==> config.mk <==
export PLATFORM = sky130hd
export DESIGN_NAME = retire_ctrl
export DESIGN_NICKNAME = d
export VERILOG_FILES = /design/src/rtl/sys_defs.sv /design/src/rtl/retire_prefix.sv /design/src/rtl/retire_ctrl.sv
export SDC_FILE = /design/constraint.sdc
export NUM_CORES = 1
export LEC_CHECK = 0
export ABC_AREA = 1
export CAP_MARGIN = 20
export CORE_MARGIN = 2
export CORE_UTILIZATION = 37
export DETAILED_ROUTE_END_ITERATION = 16
export PLACE_DENSITY_LB_ADDON = 0.1
export SYNTH_ARGS = -nofsm -noshare
export SYNTH_HDL_FRONTEND = slang
export SYNTH_SLANG_ARGS = --single-unit
==> constraint.sdc <==
create_clock -name clock -period 3.8 [get_ports clock]
set_input_delay 0.57 -clock clock [delete_from_list [all_inputs] [get_ports clock]]
set_output_delay 0.57 -clock clock [all_outputs]
set_load 0.02 [all_outputs]
==> src/rtl/sys_defs.sv <==
// Shared retire-stage types: ROB exit/retire packets, FSM state and width constants.
package sys_defs;

  localparam int N               = 3;
  localparam int NUM_SCALAR_BITS = $clog2(N + 1);
  localparam int ARCH_REG_W      = 5;
  localparam int PHYS_REG_W      = 6;

  typedef struct packed {
    logic                  complete;
    logic                  halt;
    logic                  is_store;
    logic [ARCH_REG_W-1:0] dest_reg_idx;
    logic [PHYS_REG_W-1:0] t;
    logic [PHYS_REG_W-1:0] t_old;
  } ROB_EXIT_PACKET;

  typedef struct packed {
    logic [ARCH_REG_W-1:0] dest_reg_idx;
    logic [PHYS_REG_W-1:0] t;
    logic [PHYS_REG_W-1:0] t_old;
  } RETIRE_PACKET;

  typedef enum logic [1:0] {
    RUN        = 2'd0,
    STORE_WAIT = 2'd1,
    STORE_DONE = 2'd2,
    HALTED     = 2'd3
  } RETIRE_STATE;

endpackage

==> src/rtl/retire_prefix.sv <==
// Finds the longest in-order retirable prefix of the ROB head window in RUN.
module retire_prefix
  import sys_defs::*;
(
  input  ROB_EXIT_PACKET             rob_outputs [N],
  input  logic [NUM_SCALAR_BITS-1:0] rob_outputs_valid,
  input  RETIRE_STATE                state,
  output logic [NUM_SCALAR_BITS-1:0] k,
  output logic                       has_halt
);

  logic stop;
  logic unused_payload;

  always_comb begin
    k        = '0;
    has_halt = 1'b0;
    stop     = (state != RUN);
    // A store anywhere (including slot 0) ends the prefix; slot 0 stores go through the handshake.
    for (int i = 0; i < N; i++) begin
      if (!stop) begin
        if ((NUM_SCALAR_BITS'(i) >= rob_outputs_valid) || !rob_outputs[i].complete ||
            rob_outputs[i].is_store) begin
          stop = 1'b1;
        end else begin
          k = NUM_SCALAR_BITS'(i + 1);
          if (rob_outputs[i].halt) begin
            has_halt = 1'b1;
            stop     = 1'b1;
          end
        end
      end
    end
  end

  always_comb begin
    unused_payload = 1'b0;
    for (int i = 0; i < N; i++) unused_payload = unused_payload ^ (^rob_outputs[i]);
  end

endmodule

==> src/rtl/retire_ctrl.sv <==
// Retire-stage controller: in-order commit, store serialisation, halt and retire count.
//
// state      | meaning
// RUN        | normal retirement of the complete head prefix
// STORE_WAIT | store at slot 0 requested to memory, waiting for ack
// STORE_DONE | store accepted during recovery, its retirement still pending
// HALTED     | halt retired; everything frozen until reset
module retire_ctrl
  import sys_defs::*;
#(
  parameter int RETIRE_CNT_W = 32
) (
  input  logic                       clock,
  input  logic                       reset,
  input  ROB_EXIT_PACKET             rob_outputs [N],
  input  logic [NUM_SCALAR_BITS-1:0] rob_outputs_valid,
  input  logic                       tail_restore_valid,
  output logic [NUM_SCALAR_BITS-1:0] num_retiring,
  output RETIRE_PACKET               retire_packets [N],
  output logic [N-1:0]               retire_valid,
  output logic                       store_req,
  input  logic                       store_ack,
  output logic                       halt,
  output logic [RETIRE_CNT_W-1:0]    retired_count
);

  RETIRE_STATE                state, state_nxt;
  logic [NUM_SCALAR_BITS-1:0] prefix_k;
  logic                       prefix_halt;
  logic                       store_at_head;
  logic                       halt_set;
  logic                       unused_rob;

  retire_prefix u_prefix (
    .rob_outputs       (rob_outputs),
    .rob_outputs_valid (rob_outputs_valid),
    .state             (state),
    .k                 (prefix_k),
    .has_halt          (prefix_halt)
  );

  assign store_at_head = (rob_outputs_valid != '0) && rob_outputs[0].complete &&
                         rob_outputs[0].is_store;

  always_ff @(posedge clock or negedge reset) begin
    if (!reset) begin
      state         <= RUN;
      halt          <= 1'b0;
      retired_count <= '0;
    end else begin
      state         <= state_nxt;
      retired_count <= retired_count + RETIRE_CNT_W'(num_retiring);
      if (halt_set) halt <= 1'b1;
    end
  end

  always_comb begin
    state_nxt    = state;
    num_retiring = '0;
    halt_set     = 1'b0;
    case (state)
      RUN: begin
        if (!tail_restore_valid) begin
          if (store_at_head) begin
            state_nxt = STORE_WAIT;
          end else begin
            num_retiring = prefix_k;
            if (prefix_halt) begin
              state_nxt = HALTED;
              halt_set  = 1'b1;
            end
          end
        end
      end
      STORE_WAIT: begin
        if (store_ack) begin
          if (tail_restore_valid) begin
            state_nxt = STORE_DONE;
          end else begin
            num_retiring = NUM_SCALAR_BITS'(1);
            state_nxt    = RUN;
          end
        end
      end
      STORE_DONE: begin
        if (!tail_restore_valid) begin
          num_retiring = NUM_SCALAR_BITS'(1);
          state_nxt    = RUN;
        end
      end
      HALTED: ;
    endcase
  end

  assign store_req = (state == STORE_WAIT);

  always_comb begin
    for (int i = 0; i < N; i++) begin
      retire_valid[i]   = (NUM_SCALAR_BITS'(i) < num_retiring);
      retire_packets[i] = '0;
      if (retire_valid[i]) begin
        retire_packets[i].dest_reg_idx = rob_outputs[i].dest_reg_idx;
        retire_packets[i].t            = rob_outputs[i].t;
        retire_packets[i].t_old        = rob_outputs[i].t_old;
      end
    end
  end

  // Only slot-0 flags are decoded here; the prefix module sees the rest.
  always_comb begin
    unused_rob = 1'b0;
    for (int i = 0; i < N; i++) unused_rob = unused_rob ^ (^rob_outputs[i]);
  end

endmodule

==> out/summary.txt <==
====================================================================================
Final Max Slew Viols                                                               0
Bufs on Longest Clock Path                                                         2
Post-Synthesis Mean Instance Area                                           7.53 µm²
Most common cell in the netlist                                         sky130_fd_sc_hd__inv_1
Core region area                                                            6420 µm²
Cell type with the highest aggregate area in the netlist                sky130_fd_sc_hd__dfrtp_1
Met2 track demand over resource                                                0.400
Wire length per cell                                                         14.7 µm
Power Dens Cells                                                          322 nW/µm²
Met1 usage                                                                     0.253
Portion of total power attributed to the clock network                         0.221
Highest clock rate                                                         0.301 GHz
Violation count after the first detailed-routing iteration                        75
Global-route met3 utilization                                                 0.0500
Unrepaired setup endpoints after global routing                                false
Final core area utilization                                                    0.656
Proportion of synthesized chip area in sequential cells                        0.351
Cell leakage power                                                           1.99 nW
Synth area leaders                                                      sky130_fd_sc_hd__dfrtp_1 (35%), sky130_fd_sc_hd__inv_1 (9.3%), sky130_fd_sc_hd__nor2_1 (9.0%), sky130_fd_sc_hd__nand2_1 (7.2%), sky130_fd_sc_hd__xor2_1 (6.3%)
Hold violation total from the final report                                         0
Measured slew at the worst slew-check pin                                   0.434 ns
Num CTS Buffers                                                                    5
Data arrival time of the worst path                                          2.75 ns
Number of different library cells in the post-synthesis netlist                   38
Detailed-route via count                                                        2649
CTS resizes                                                                        0
Final weighted congestion of routability-driven global placement               0.837
Port buffer count                                                                155
Max FO, Critical Path                                                             19
Die Footprint                                                               7410 µm²
Buffer count from post-CTS setup fixing                                            0
Clock tree from TritonCTS                                                       done
Post-synth EDFFs                                                                   0
Pin count of the biggest net entering global routing                              36
Power share of the sequential group                                            0.338
Type of the worst setup path                                            input port to primary output
Share of flip-flops with an asynchronous set or reset after synthesis           1.00
Global routing usage summed across all routing layers                          0.216
Startpoint type of the worst setup path                                   input port
Final worst-path cycle share                                                   0.873
Detailed Route WL                                                            8.33 mm
Max_slew headroom                                                              0.711
Insertion delay to the later sink of the worst-skew pair                     0.29 ns
Run status                                                              finished clean
Total number of yosys warnings                                                     0
Final count of negative-setup-slack endpoints                                      0
Instance area at placement                                                  4110 µm²
Critical Path End Type                                                  primary output
Grt peak-use layer                                                              met2
Data required, critical path                                                 3.23 ns
Internal power                                                                860 µW
Global-route wire length before repair                                       12.5 mm
Dpl ws                                                                      0.314 ns
Htree depth                                                                        2
Number of cells produced by synthesis                                            331
CTS sink count                                                                    35
Total number of nets in the final design                                         562
Final-layout setup total negative slack                                         0 ns
DPL Wire Length                                                              6.97 mm
Drc violations                                                                     0
Fillers                                                                          547
Clock transition at path regs                                                0.07 ns
Total nets after synthesis                                                       404
Maximum VDD drop                                                            0.176 mV
Library cell used as clock root buffer                                  sky130_fd_sc_hd__clkbuf_8
Post-CTS Hold Fix Bufs                                                             0
Post-DR vias/cell                                                               4.67
Number of antenna violations at the first check in global routing                  0
Min-delay worst type                                                    flop to flop
Post-Route Skew                                                            0.0133 ns
Starting density of the core                                                   0.388
Comb power frac                                                                0.441
Number of top-level design ports                                                 156
Max-capacitance violation count                                                    0
Most frequent cells after synthesis                                     sky130_fd_sc_hd__inv_1 (62), sky130_fd_sc_hd__nor2_1 (60), sky130_fd_sc_hd__nand2_1 (48)
#FFs+latches synth                                                                35
Post-route antenna net violation count                                             0
Pre-antenna DRT Iters                                                              4
Net switching share of the total power                                         0.366
Overall power consumption                                                    1.36 mW
Site row count                                                                    29
Ys flop type                                                            sky130_fd_sc_hd__dfrtp_1
Final min period                                                             3.32 ns
Synthesized cell area                                                       2490 µm²
Post-layout worst setup margin                                              0.482 ns
Net switching power of the design                                             497 µW
Fraction of synthesized cell area taken by the top area cell type              0.351
Area growth, synth to finish                                                   69.0%
GRT Residual Overflow                                                              0
Final Cell Area                                                             4210 µm²
Chip Width                                                                   86.1 µm
Height of the die                                                            86.1 µm
Antenna cells                                                                      0
Layout cell share with drive strength beyond 1                                0.0837
Vias in the first global route                                                  2478
====================================================================================
-- per-stage QoR --
step,cells,hold slack (ns)
after floorplan,331,0.274
after global placement,559,0.460
after detailed placement,559,0.463
after CTS,567,0.480
after global routing,567,0.519
final,567,0.471
-- per-layer routing --
layer | vias to the layer above | part of all wire
li1 | 1321 | -
met1 | 1230 | 0.40
met5 | - | 0
met3 | 7 | 0.071
met4 | 0 | 0.011
met2 | 91 | 0.52
-- flip-flops by register name, summed over array words and instances, names as in the netlist --
name / cells
halt: 1
retired_count: 32
state: 2
-- layout make-up --
class                   count  area, µm²  share of cell area
multi-input cells         222       1320               0.313
flip-flops and latches     35        876               0.208
well taps                  77       96.3              0.0229
inverters                  69        260              0.0618
repair buffers            156       1560               0.370
clock buffers               7       96.3              0.0229
clock inverters             1       7.51             0.00178
-- path summary, 6_finish.rpt --
path / slack [ns] / depth (start not counted) / end / startpoint
setup / recovery: 0.48 / 10 / retire_packets[10] / rob_outputs[39]
hold / removal: 0.47 / 1 / halt$_DFFE_PN0P_ / halt$_DFFE_PN0P_
setup reg to reg: 0.88 / 17 / retired_count[16]$_DFF_PN0_ / state[0]$_DFFE_PN0P_
hold reg to reg: 0.47 / 1 / halt$_DFFE_PN0P_ / halt$_DFFE_PN0P_
max in group asynchronous: 2.79 / 2 / retired_count[31]$_DFF_PN0_ / reset
min in group asynchronous: 0.69 / 2 / retired_count[12]$_DFF_PN0_ / reset
-- cell usage in the layout, fill, tap and decap left out, types with 6 or more instances in the layout --
master,count
sky130_fd_sc_hd__xnor2_1,9
sky130_fd_sc_hd__nor2_1,60
sky130_fd_sc_hd__a21boi_0,9
sky130_fd_sc_hd__clkdlybuf4s50_1,155
sky130_fd_sc_hd__nand2_1,48
sky130_fd_sc_hd__inv_2,6
sky130_fd_sc_hd__inv_1,62
sky130_fd_sc_hd__nand3_1,19
sky130_fd_sc_hd__xor2_1,18
sky130_fd_sc_hd__nand2_2,7
sky130_fd_sc_hd__ha_1,6
sky130_fd_sc_hd__clkbuf_8,7
sky130_fd_sc_hd__a21boi_1,8
sky130_fd_sc_hd__dfrtp_1,35
-- power groups by stage --
stage / combinational [mW] / sequential, mW / clock [mW]
5_1_grt: 0.650 / 0.463 / 0.319
2_1_floorplan: 0.285 / 0.495 / 0
3_3_place_gp: 0.593 / 0.462 / 0
6_report: 0.598 / 0.459 / 0.300
4_1_cts: 0.601 / 0.459 / 0.305
3_5_place_dp: 0.600 / 0.467 / 0
-- critical path, cell delays in order --
cell and delay, ns:
sky130_fd_sc_hd__clkdlybuf4s50_1 0.45, sky130_fd_sc_hd__inv_1 0.04, sky130_fd_sc_hd__nor2_1 0.09, sky130_fd_sc_hd__nand3_1 0.07, sky130_fd_sc_hd__inv_1 0.17, sky130_fd_sc_hd__nand3_4 0.23
sky130_fd_sc_hd__inv_2 0.21, sky130_fd_sc_hd__nand2_4 0.15, sky130_fd_sc_hd__nor2_1 0.13, sky130_fd_sc_hd__clkdlybuf4s50_1 0.64
-- kinds of logic after synthesis --
kind of cell	after synthesis	share of synthesized area
DFF	35	0.351
adders and majority gates	7	0.0382
AOI/OAI and AO/OA	26	0.0713
buffers and inverters	74	0.120
xor gates and xnor gates	28	0.101
and+or+nand+nor	161	0.317
Power figures use the tool's default switching activity.
